`config.mk`:
```
export PLATFORM = sky130hd
export DESIGN_NAME = mult_seq32
export DESIGN_NICKNAME = d
export VERILOG_FILES = /design/src/rtl/mult_seq32.sv
export SDC_FILE = /design/constraint.sdc
export NUM_CORES = 1
export LEC_CHECK = 0
export BUFFER_PORTS_ARGS = -buffer_cell sky130_fd_sc_hd__buf_2
export CAP_MARGIN = 5
export CORE_AREA = 2 2 93 118
export CTS_BUF_LIST = sky130_fd_sc_hd__clkbuf_16
export DETAILED_ROUTE_END_ITERATION = 6
export DIE_AREA = 0 0 95 120
export GPL_ROUTABILITY_DRIVEN = 0
export GPL_TIMING_DRIVEN = 0
export PLACE_DENSITY_LB_ADDON = 0.05
export SLEW_MARGIN = 20
export SYNTH_ARGS = -nofsm -noshare
export SYNTH_HDL_FRONTEND = slang
export SYNTH_SLANG_ARGS = --single-unit
```
`constraint.sdc`:
```
create_clock -name clk -period 15.8 [get_ports clk]
set_input_delay 1.58 -clock clk [delete_from_list [all_inputs] [get_ports clk]]
set_output_delay 1.58 -clock clk [all_outputs]
set_load 0.01 [all_outputs]
```
`src/rtl/mult_seq32.sv`:
```
// Iterative 32x32 unsigned shift-and-add multiplier built around a single
// ripple-carry add32; one partial-product step per clock, 64-bit result.
module mult_seq32 #(
  parameter int WIDTH = 32,
  parameter int CNT_W = 6
) (
  input  logic               clk,
  input  logic               rst,
  input  logic               in_valid,
  output logic               in_ready,
  input  logic [WIDTH-1:0]   a,
  input  logic [WIDTH-1:0]   b,
  output logic               out_valid,
  input  logic               out_ready,
  output logic [2*WIDTH-1:0] product,
  output logic               busy
);

  typedef enum logic [1:0] {
    IDLE = 2'd0,
    CALC = 2'd1,
    DONE = 2'd2
  } state_t;

  state_t state_reg;
  state_t state_next;

  logic [WIDTH-1:0] mcand_reg;
  logic [WIDTH-1:0] acc_hi_reg;
  logic [WIDTH-1:0] acc_lo_reg;
  logic [CNT_W-1:0] cnt_reg;

  logic             load;
  logic             step;
  logic             last_iter;
  logic [WIDTH-1:0] add_sum;
  logic             add_cout;

  assign last_iter = (cnt_reg == CNT_W'(WIDTH - 1));

  always_ff @(posedge clk or posedge rst) begin
    if (rst) begin
      state_reg <= IDLE;
    end else begin
      state_reg <= state_next;
    end
  end

  always_comb begin
    state_next = state_reg;
    in_ready   = 1'b0;
    out_valid  = 1'b0;
    busy       = 1'b0;
    load       = 1'b0;
    step       = 1'b0;
    case (state_reg)
      IDLE: begin
        in_ready = 1'b1;
        if (in_valid) begin
          load       = 1'b1;
          state_next = CALC;
        end
      end
      CALC: begin
        busy = 1'b1;
        step = 1'b1;
        if (last_iter) begin
          state_next = DONE;
        end
      end
      DONE: begin
        // No new operand accept in the handoff cycle; IDLE comes first.
        out_valid = 1'b1;
        if (out_ready) begin
          state_next = IDLE;
        end
      end
      default: begin
        state_next = IDLE;
      end
    endcase
  end

  add32 u_add32 (
    .a    (acc_hi_reg),
    .b    (mcand_reg),
    .cin  (1'b0),
    .sum  (add_sum),
    .cout (add_cout)
  );

  // Accumulator shifts right each step; the adder carry lands in the top
  // bit so the full 64-bit product is retained without overflow.
  always_ff @(posedge clk or posedge rst) begin
    if (rst) begin
      mcand_reg  <= '0;
      acc_hi_reg <= '0;
      acc_lo_reg <= '0;
      cnt_reg    <= '0;
    end else if (load) begin
      mcand_reg  <= a;
      acc_hi_reg <= '0;
      acc_lo_reg <= b;
      cnt_reg    <= '0;
    end else if (step) begin
      if (acc_lo_reg[0]) begin
        {acc_hi_reg, acc_lo_reg} <= {add_cout, add_sum, acc_lo_reg[WIDTH-1:1]};
      end else begin
        {acc_hi_reg, acc_lo_reg} <= {1'b0, acc_hi_reg, acc_lo_reg[WIDTH-1:1]};
      end
      cnt_reg <= cnt_reg + 1'b1;
    end
  end

  assign product = {acc_hi_reg, acc_lo_reg};

endmodule

// 32-bit ripple-carry adder; the carry chain is the multiplier's critical path.
module add32 (
  input  logic [31:0] a,
  input  logic [31:0] b,
  input  logic        cin,
  output logic [31:0] sum,
  output logic        cout
);

  logic [32:0] carry;

  assign carry[0] = cin;

  generate
    for (genvar gi = 0; gi < 32; gi++) begin : g_fa
      logic p;
      assign p             = a[gi] ^ b[gi];
      assign sum[gi]       = p ^ carry[gi];
      assign carry[gi + 1] = (a[gi] & b[gi]) | (carry[gi] & p);
    end
  endgenerate

  assign cout = carry[32];

endmodule

```
# ---- After elaboration in Yosys (flattened, before gate mapping)
# Index checks and enable logic that the tools add are counted.
dict set report word_totals {
  output_inout_bits 67
  input_bits 68
  ff_bits 104
  elab_cells 189
}
dict set report op_classes {
  n_mux 17
  bitwise 157
  reduce_logical 3
  add_sub_neg 1
  n_eq_ne 6
}
# op count
set ops {}
lappend ops {{$mux 32} 6}
lappend ops {{$and 1x1->1} 63}
lappend ops {{$xor 1x1->1} 63}
lappend ops {{$or 1x1->1} 31}
lappend ops {{$mux 6} 2}
lappend ops {{$add 6x1->6 const B} 1}
lappend ops {{$eq 6x5->1 const B} 1}
lappend ops {{$mux 2} 3}
lappend ops {{$ne 2x2->1 const B} 3}
lappend ops {{$pmux 2 s3} 1}
lappend ops {{$mux 1} 5}
lappend ops {{$reduce_and 3->1} 1}
lappend ops {{$eq 2x1->1 const B} 1}
lappend ops {{$eq 2x2->1 const B} 1}
lappend ops {{$logic_not 2->1} 1}
lappend ops {{$reduce_bool 2->1} 1}

# ---- Longest topological paths before layout
# Gate-level depths: netlist of the first run.
dict set report depth {
  depth_word 66
  mapped_depth 36
  depth_no_buf 36
}

# ---- By module
# A second synthesis of the first run with hierarchy kept.
dict set report unflattened {
  hier_cells 500
  hier_area_um2 5128.7
}
# mod seq_area_each_um2 area_per_inst_um2 cells_per_inst n_inst
set by_module_without_submodules {}
lappend by_module_without_submodules {mult_seq32 2602.5 4450.5 458 1}
lappend by_module_without_submodules {add32 0.0 678.2 42 1}

# ---- Least setup slack after synthesis of the first run
# OpenSTA, ideal clock, no wires.
dict set report synth_timing {
  path_kind {reg2reg}
  startpoint {register acc_hi_reg[0]}
  endpoint {register acc_hi_reg[30]}
  arrival_time_ps 12495
  setup_ps 138
  path_buffers 0
  path_stages_with_launch 37
  synth_period_minus_slack_ps 12633
  path_slack_ps 3167
  required_ps 15662
  path_cell_list {dfrtp_1 > ha_1 > fa_1 > fa_1 > fa_1 > fa_1 > fa_1 > fa_1 > fa_1 > fa_1 > fa_1 > fa_1 > fa_1 > fa_1 > fa_1 > fa_1 > fa_1 > fa_1 > fa_1 > fa_1 > fa_1 > fa_1 > fa_1 > fa_1 > fa_1 > fa_1 > fa_1 > fa_1 > fa_1 > fa_1 > fa_1 > inv_1 > fa_1 > inv_1 > fa_1 > mux2i_1 > o22ai_1}
}
dict set report synth_between {
  elab_chain_len 65
}
# item line_no
set synth_rtl {}
lappend synth_rtl {{start: declaration} 29} ;# logic [WIDTH-1:0] acc_hi_reg;
lappend synth_rtl {{start signal: assignment} 107} ;# {acc_hi_reg, acc_lo_reg} <= {add_cout, add_sum, acc_lo_reg[WIDTH-1:1]};
lappend synth_rtl {{start signal: assignment} 109} ;# {acc_hi_reg, acc_lo_reg} <= {1'b0, acc_hi_reg, acc_lo_reg[WIDTH-1:1]};
lappend synth_rtl {{$and 1x1->1 (2 in a row)} 137} ;# assign carry[gi + 1] = (a[gi] & b[gi]) | (carry[gi] & p);
lappend synth_rtl {{$or 1x1->1} 137}
lappend synth_rtl {{$and 1x1->1} 137}
lappend synth_rtl {{$or 1x1->1} 137}
lappend synth_rtl {{$and 1x1->1} 137}
lappend synth_rtl {{$or 1x1->1} 137}
lappend synth_rtl {{$and 1x1->1} 137}
lappend synth_rtl {{$or 1x1->1} 137}
lappend synth_rtl {{[48 not listed]} --}
lappend synth_rtl {{$and 1x1->1} 137}
lappend synth_rtl {{$or 1x1->1} 137}
lappend synth_rtl {{$and 1x1->1} 137}
lappend synth_rtl {{$or 1x1->1} 137}
lappend synth_rtl {{$xor 1x1->1} 136} ;# assign sum[gi] = p ^ carry[gi];
lappend synth_rtl {{$mux 32} 106} ;# if (acc_lo_reg[0]) begin
lappend synth_rtl {{$mux 32} 105} ;# end else if (step) begin
lappend synth_rtl {{$mux 32} 100} ;# end else if (load) begin
# Every way passes these cells. The select of a mux whose other input is x is not followed.
# A chain may end at the register's enable or synchronous reset.

# ---- Final worst setup path of the first run
# Ends and elaborated chain as after synthesis.

==> results of run 1 <==
==> worst paths after layout <==
kind	start	end	slack, ns	cells after the start
max in group asynchronous	rst	acc_hi_reg[31]	13.90	3
worst min register to register	cnt_reg[4]	cnt_reg[4]	0.48	1
worst min-delay path	cnt_reg[4]	cnt_reg[4]	0.48	1
worst max register to register	acc_hi_reg[0]	acc_hi_reg[30]	2.44	36
worst max-delay path	acc_hi_reg[0]	acc_hi_reg[30]	2.44	36
min in group asynchronous	rst	acc_lo_reg[24]	1.27	2
==> metal layers <==
layer	part of all wire (%)	up-vias	track usage, %
met5	0	-	0
met4	1.8	0	7.25
met3	4.9	18	4.02
met2	50	113	34.9
met1	44	2027	30.6
li1	-	1957	-
==> stage by stage <==
| step | cell area (um^2) | hold WS [ns] |
|---|---|---|
| after floorplan | 5450 | 0.447 |
| after CTS | 6590 | 0.486 |
| after global routing | 6590 | 0.504 |
| after global placement | 6280 | 0.465 |
| after detailed placement | 6310 | 0.477 |
| final | 6590 | 0.483 |
==> kinds of logic after synthesis <==
logic type	Yosys count
AO/OA/AOI/OAI	137
flip-flops	104
AND/OR/NAND/NOR	86
multiplexers	65
buffers and inverters	47
adder cells (fa/ha/maj)	33
==> cells in the mapped netlist (3+ instances only) <==
library cell	count	share of area [%]
a21oi_1	33	3.0
a22oi_1	31	4.3
buf_2	10	0.92
buf_4	3	0.41
buf_6	7	1.4
clkbuf_1	15	1.0
dfrtp_1	104	48
fa_1	31	11
inv_1	9	0.62
mux2_2	30	6.2
mux2i_1	33	6.1
nand2_1	40	2.8
nand2b_1	3	0.34
nand3_1	4	0.37
nor2_1	3	0.21
nor2b_1	32	3.7
o21ai_0	37	3.4
o22ai_1	32	3.7
==> cell type report <==
class	instances	area share [%]
inverters	10	0.646
plain buffers	37	3.27
well taps	132	2.51
clock buffers	9	3.42
flip-flops and latches	104	39.5
repair buffers	135	10.6
multi-input cells	321	39.3
clock inverters	5	0.778
==> power by group <==
group          switching [W]  internal, W
Combinational       0.000350     0.000352
Clock              0.0000938     0.000120
Sequential          0.000130     0.000407
==> critical path, delay by kind of cell, from the launching register on <==
family / cells / cell delay (ns)
adder cells (fa/ha/maj): 32 / 12.41
multiplexers: 1 / 0.15
buffers and inverters: 2 / 0.13
flip-flops: 1 / 0.41
AO/OA/AOI/OAI: 1 / 0.10
==> out/metrics.yaml, run 1 <==
status: "complete, no violations"
multi_input_area_um2: 2590
cts_resized: 0
register_area_um2: 2600
cts_setup_buffers: 0
port_buffers: 134
finalHoldViolations: 0
p_per_area_nw_per_um2: 221
skew_ns: 0.00935
power_w: 0.00145
ctsHoldBuffers: 0
die_w_um: 95
rows: 42
yosys_warnings: 0
overflow: 0
async_flop_share_pct: 100
pre_cts_slack_ns: 2.43
fin_crit_sh_pct: 84.5
antenna_cells: 0
clk_pin_slew_worst_paths_ns: 0.07
routed_wl_mm: 12.0
grt_pass1_wl_mm: 19.6
vias: 4115
io_pins: 135
yosysSeqAreaShare_pct: 47.8
min_period_ns: 13.36
cts_buffers: 9
drcViolationCount: 0
fp.dieH_um: 120
worst_slew_pin_slew_ns: 0.547
synth_edf_count: 0
antenna_found_initial: 0
initial_core_util_pct: 52.6
dpl.cell_count: 739
utilization_pct: 63.7
setup-violations-final: 0
yosysUniqueCellTypes: 29
final.fill_count: 860
cts_tree: "yes"
slew_violations: 0
synthCells: 472
rsz0062_at_grt: "false"
slowest_delay_ns: 0.43
synthSimpleGateAreaFrac_pct: 8.00
synthAdderAreaFrac_pct: 11.9
max_freq_ghz: 0.0749
ys_ff_latch: 104
finalSetupTns_ns: 0
startpoint_type: "flop"
grt_pass1_vias: 4055
dieArea_um2: 11400
cp.required_ns: 16.00
syn_area_per_cell_um2: 11.5
min_path_type: "reg -> reg"
cap_violations: 0
area_delta_synth_final_pct: 21.0
synth-xor-area-share_pct: 0
final_common_cell: "buf_2"
route.antenna.remaining_nets: 0
synth_compound_area_share_pct: 15.0
crit_type: "reg -> reg"
layout-drive-gt1-share_pct: 32.2
ys.flop_type: "dfrtp_1"
grt_usage_pct: 22.0
fin_ws_ns: 2.44
wl_per_cell_um: 15.9
end_kind: "flop"
crit_path_frequent_cell: "fa_1"
ir_worst_vdd_v: 0.000103
grt_max_degree: 55
drtPass1Iterations: 4
synth_top_family_by_area: "compound AO/OA/AOI/OAI gates"
cts_sinks: 104
initialDrtViolationCount: 177
clock_latency_ns: 0.34
cts_root_buffer: "clkbuf_16"
slew_headroom_pct: 63.6
synth_mux_area_share_pct: 12.7
cpMaxStageDelayCell: "fa_1"
core_area_um2: 10400
syn-cell-area_um2: 5450
final_nets: 719
dp_hpwl_mm: 8.76
cts_buffer_depth: 2
final_cell_mix: "buf_2, dfrtp_1, nand2_1"
syn_nets: 573
p_leak_nw: 3.01
crit_fanout: 4
htree_num_levels: 3
via_per_inst: 5.46
stdcell_count: 753
worstPathArrival_ns: 13.56
Note: power is estimated with default switching activity, not from simulation.
==> run 2: changes to the inputs <==
CORE_AREA = 2 2 98 123   (was 2 2 93 118)
DIE_AREA = 0 0 100 125   (was 0 0 95 120)
clock period = 11.08 ns   (was 15.8 ns; I/O delays follow)
==> out/metrics.yaml, run 2 (synthesis results as in run 1) <==
routed_wl_mm: 12.2  # +1.7%
combinationalPowerShare_pct: 48.8  # +0.5 points
cts_buffer_depth: 2  # unchanged
crit_fanout: 2  # -2
grt_max_degree: 56  # +1.8%
io_pins: 135  # unchanged
grt_usage_pct: 20.1  # -1.8 points
area_delta_synth_final_pct: 23.0
min_path_type: "reg -> reg"
clk_pin_slew_worst_paths_ns: 0.07  # about the same
rr_worst_depth: 36  # unchanged
worst_slew_pin_slew_ns: 0.510  # -0.0366 ns
slew_headroom_pct: 66.0  # +2.4 points
min_period_ns: 11.75  # -1.61 ns
dpl.cell_count: 745  # +0.81%
initial_core_util_pct: 47.6  # -5.0 points
antenna_cells: 0  # unchanged
max_freq_ghz: 0.0851  # +14%
cap_violations: 0  # unchanged
cts_sinks: 104  # unchanged
die_w_um: 100  # +5.3%
clock_latency_ns: 0.35  # about the same
vias: 4110  # -0.12%
postPlaceCellArea_um2: 6400  # +1.3%
slowest_delay_ns: 0.51  # +0.08 ns
fin_ws_ns: -0.673  # -3.11 ns
antenna_found_initial: 0  # unchanged
overflow: 0  # unchanged
violations: "setup timing"
dieArea_um2: 12500  # +9.6%
stdcell_count: 762  # +1.2%
p_clk_share_pct: 14.6  # about the same
hold_depth: 1  # unchanged
rsz0062_at_grt: "true"
drcViolationCount: 0  # unchanged
crit_type: "reg -> reg"
swShare_pct: 40.2  # +0.70 points
initialDrtViolationCount: 119  # -33%
startpoint_type: "flop"
ctsHoldBuffers: 0  # unchanged
layout-drive-gt1-share_pct: 38.1  # +5.9 points
cpMaxStageDelayCell: "fa_2"
worstPathArrival_ns: 12.02  # -1.54 ns
cp_num_cells: 36  # unchanged
crit_family: "adder cells"
finalHoldViolations: 0  # unchanged
power_w: 0.00212  # +46%
final_common_cell: "buf_2"
drtPass1Iterations: 4  # unchanged
skew_ns: 0.0106  # +0.00125 ns
htree_num_levels: 3  # unchanged
p_switching_w: 0.000852  # +48%
route.antenna.remaining_nets: 0  # unchanged
pwr-share-seq_pct: 36.6  # -0.4 points
cp.required_ns: 11.35  # -4.65 ns
final_cell_mix: "buf_2, dfrtp_1, nand2_1"
internal_power_w: 0.00126  # +44%
via_per_inst: 5.39  # -1.3%
timing.hold.ws_ns: 0.481  # -0.00160 ns
end_kind: "flop"
setup-violations-final: 4  # +4
p_per_area_nw_per_um2: 316  # +43%
ir_worst_vdd_v: 0.000140  # +36%
grt_pass1_wl_mm: 20.1  # +2.7%
cts_tree: "yes"
status: "finished, violations left"
p_leak_nw: 2.98  # -1.0%
slew_violations: 0  # unchanged
rows: 44  # +4.8%
crit_buf_inv: 2  # unchanged
wl_per_cell_um: 16.0  # +0.51%
cts_buffers: 9  # unchanged
fin_area_um2: 6700  # +1.6%
port_buffers: 134  # unchanged
grt_pass1_vias: 4114  # +1.5%
dp_hpwl_mm: 8.81  # +0.55%
cts_root_buffer: "clkbuf_16"
core_area_um2: 11500  # +11%
pre_cts_slack_ns: -0.737  # -3.16 ns
final_nets: 720  # +0.14%
crit_path_frequent_cell: "fa_2"
fp.dieH_um: 125  # +4.2%
fin_crit_sh_pct: 106  # +22 points
==> run 2: changes by cell type in the layout (fill, tap and decap cells not counted), sizes merged <==
cell    change
inv         +3
bufinv      -1
buf         +1
==> run 2: final cells by class <==
cell class | count | area (um^2)
clock buffer | 9 | 225
clock inverter | 7 | 62.6
timing repair buffer | 136 | 706
multi-input combinational | 321 | 2670
tap | 138 | 173
buffer | 37 | 215
sequential | 104 | 2600
inverter | 10 | 42.5
fill | 1015 | 4750
==> run 2: final timing paths <==
check | start | end | slack [ns]
hold reg to reg | cnt_reg[4] | cnt_reg[4] | 0.48
setup reg to reg | mcand_reg[0] | acc_hi_reg[30] | -0.67
min in group asynchronous | rst | mcand_reg[22] | 0.78
setup / recovery | mcand_reg[0] | acc_hi_reg[30] | -0.67
hold / removal | cnt_reg[4] | cnt_reg[4] | 0.48
max in group asynchronous | rst | mcand_reg[31] | 9.67
==> run 2: worst register-to-register path, delay by kind of cell, from the launching register on <==
kind,cells,cell delay (ns)
fa+ha+maj,32,11.00
flops,1,0.39
buf+inv,2,0.11
compound gates,1,0.12
mux,1,0.06
==> run 2: what timing repair did <==
| action | CTS | global route |
|---|---|---|
| gates resized for setup | 1 | 2 |
| setup buffers | 1 | 0 |
| setup endpoints to repair | 4 | 4 |
| pin swaps | 1 | 1 |
==> run 2: power by group through the flow <==
stage / registers (W) / logic, W / clock network (W)
detailed placement: 0.000786 / 0.00105 / 0
finish: 0.000775 / 0.00103 / 0.000308
CTS: 0.000779 / 0.00105 / 0.000317
global route: 0.000810 / 0.00117 / 0.000333
floorplan: 0.000808 / 0.000682 / 0
global placement: 0.000776 / 0.00101 / 0
==> run 2: stage by stage <==
stage | util, % | TNS [ns]
floorplan | - | -0.630
global placement | 55.6 | -1.81
detailed placement | 55.9 | -1.92
CTS | 58.5 | -1.92
global route | 58.5 | -2.70
finish | 58.5 | -1.74
==> run 2: metal layers <==
metal  track usage [%]  wire [um]  up-vias
li1                  -          -     1965
met1              27.0       5390     2033
met2              33.5       6120      102
met3              4.08        544       10
met4              5.24        130        0
met5                 0          0        -
==> run 3: changes to the inputs <==
SETUP_SLACK_MARGIN = 0.2   (was unset)
==> out/metrics.yaml, run 3 (synthesis results as in run 1) <==
slew_violations: 0  # unchanged
cp.required_ns: 11.34  # about the same
drtPass1Iterations: 5  # +1
finalHoldViolations: 0  # unchanged
crit_buf_inv: 2  # unchanged
worst_slew_pin_slew_ns: 0.514  # +0.00447 ns
finalSetupTns_ns: -1.74  # -0.00190 ns
initial_core_util_pct: 47.6  # unchanged
utilization_pct: 58.5  # unchanged
fin_ws_ns: -0.672  # +0.000655 ns
dp_hpwl_mm: 8.81  # unchanged
final.fill_count: 1015  # unchanged
io_pins: 135  # unchanged
worstPathArrival_ns: 12.01  # about the same
overflow: 0  # unchanged
cpMaxStageDelayCell: "fa_2"
core_area_um2: 11500  # unchanged
max_freq_ghz: 0.0851  # about the same
via_per_inst: 5.40  # about the same
wl_per_cell_um: 15.9  # -0.34%
cap_violations: 0  # unchanged
routed_wl_mm: 12.1  # -0.34%
area_delta_synth_final_pct: 23.0  # unchanged
ir_worst_vdd_v: 0.000140  # about the same
min_path_type: "reg -> reg"
p_per_area_nw_per_um2: 316  # -0.11%
die_w_um: 100  # unchanged
layout-drive-gt1-share_pct: 38.1  # unchanged
cts_root_buffer: "clkbuf_16"
dieArea_um2: 12500  # unchanged
cts_buffers: 9  # unchanged
clock_latency_ns: 0.35  # about the same
rows: 44  # unchanged
crit_path_frequent_cell: "fa_2"
slew_headroom_pct: 65.7  # -0.30 points
skew_ns: 0.0115  # +0.000933 ns
min_period_ns: 11.75  # -0.000655 ns
startpoint_type: "flop"
cts_buffer_depth: 2  # unchanged
antenna_found_initial: 0  # unchanged
htree_num_levels: 3  # unchanged
initialDrtViolationCount: 119  # unchanged
route.antenna.remaining_nets: 0  # unchanged
busiest_layer: "met2"
crit_type: "reg -> reg"
grtUsageMet3_pct: 4.08  # unchanged
violations: "setup timing"
cts_sinks: 104  # unchanged
fp.dieH_um: 125  # unchanged
timing.hold.ws_ns: 0.481  # +0.0000310 ns
clk_pin_slew_worst_paths_ns: 0.07  # about the same
pre_cts_slack_ns: -0.737  # unchanged
grt_usage_pct: 20.1  # unchanged
met1_usage_pct: 27.0  # unchanged
final_nets: 720  # unchanged
port_buffers: 134  # unchanged
antenna_cells: 0  # unchanged
crit_family: "adder cells"
grt_pass1_wl_mm: 20.1  # unchanged
final_common_cell: "buf_2"
end_kind: "flop"
status: "finished, violations left"
crit_fanout: 2  # unchanged
final_cell_mix: "buf_2, dfrtp_1, nand2_1"
grt_pass1_vias: 4114  # unchanged
p_leak_nw: 2.98  # about the same
setup-violations-final: 4  # unchanged
cts_tree: "yes"
use_met2_pct: 33.5  # unchanged
rsz0062_at_grt: "true"
vias: 4111  # +0.024%
slowest_delay_ns: 0.51  # about the same
fin_crit_sh_pct: 106  # about the same
grt_max_degree: 56  # unchanged
drcViolationCount: 0  # unchanged
==> run 3: per-stage QoR <==
stage | instances | power (W) | instance area [um^2]
after floorplan | 472 | 0.00149 | 5520
after global placement | 744 | 0.00178 | 6370
after detailed placement | 745 | 0.00183 | 6400
after CTS | 762 | 0.00215 | 6690
after global routing | 762 | 0.00231 | 6700
final | 762 | 0.00211 | 6700
==> run 3: area by class of cell <==
| cell class | count | area [um^2] | share of cell area [%] |
|---|---|---|---|
| multi-input combinational | 321 | 2670 | 39.9 |
| sequential | 104 | 2600 | 38.9 |
| timing repair buffer | 136 | 706 | 10.5 |
| clock buffer | 9 | 225 | 3.36 |
| buffer | 37 | 215 | 3.21 |
| tap | 138 | 173 | 2.58 |
| clock inverter | 7 | 62.6 | 0.934 |
| inverter | 10 | 42.5 | 0.635 |
==> run 3: what timing repair did <==
| item | CTS | global route |
|---|---|---|
| setup endpoints to repair | 5 | 5 |
| buffers inserted | 1 | 0 |
| gates resized for setup | 1 | 2 |
| hold buffers | 0 | 0 |
| pin swaps | 1 | 2 |
==> run 3: worst paths after layout <==
| kind | start | to | slack (ns) | cells after the start |
|---|---|---|---|---|
| setup / recovery | mcand_reg[0] | acc_hi_reg[30] | -0.67 | 36 |
| hold / removal | cnt_reg[4] | cnt_reg[4] | 0.48 | 1 |
| setup reg to reg | mcand_reg[0] | acc_hi_reg[30] | -0.67 | 36 |
| hold reg to reg | cnt_reg[4] | cnt_reg[4] | 0.48 | 1 |
| max in group asynchronous | rst | mcand_reg[31] | 9.67 | 3 |
| min in group asynchronous | rst | mcand_reg[22] | 0.78 | 2 |
==> run 3: power breakdown <==
part	total [W]	internal, W	switching (W)	leakage, nW
clock network	0.000307	0.000157	0.000150	0.139
registers	0.000775	0.000579	0.000196	1.25
logic	0.00103	0.000528	0.000504	1.59
==> run 3: per-layer routing <==
metal / wire length [um] / share of wire, %
met5: 0 / 0
met1: 5370 / 44
met4: 104 / 0.86
met2: 6120 / 50
met3: 556 / 4.6
==> run 3: worst reg2reg max path, delay by kind of cell (launching register included) <==
family,cells,cell delay [ns]
adders and majority gates,32,11.00
AOI/OAI and AO/OA,1,0.12
DFF,1,0.39
muxes,1,0.06
buffers and inverters,2,0.11
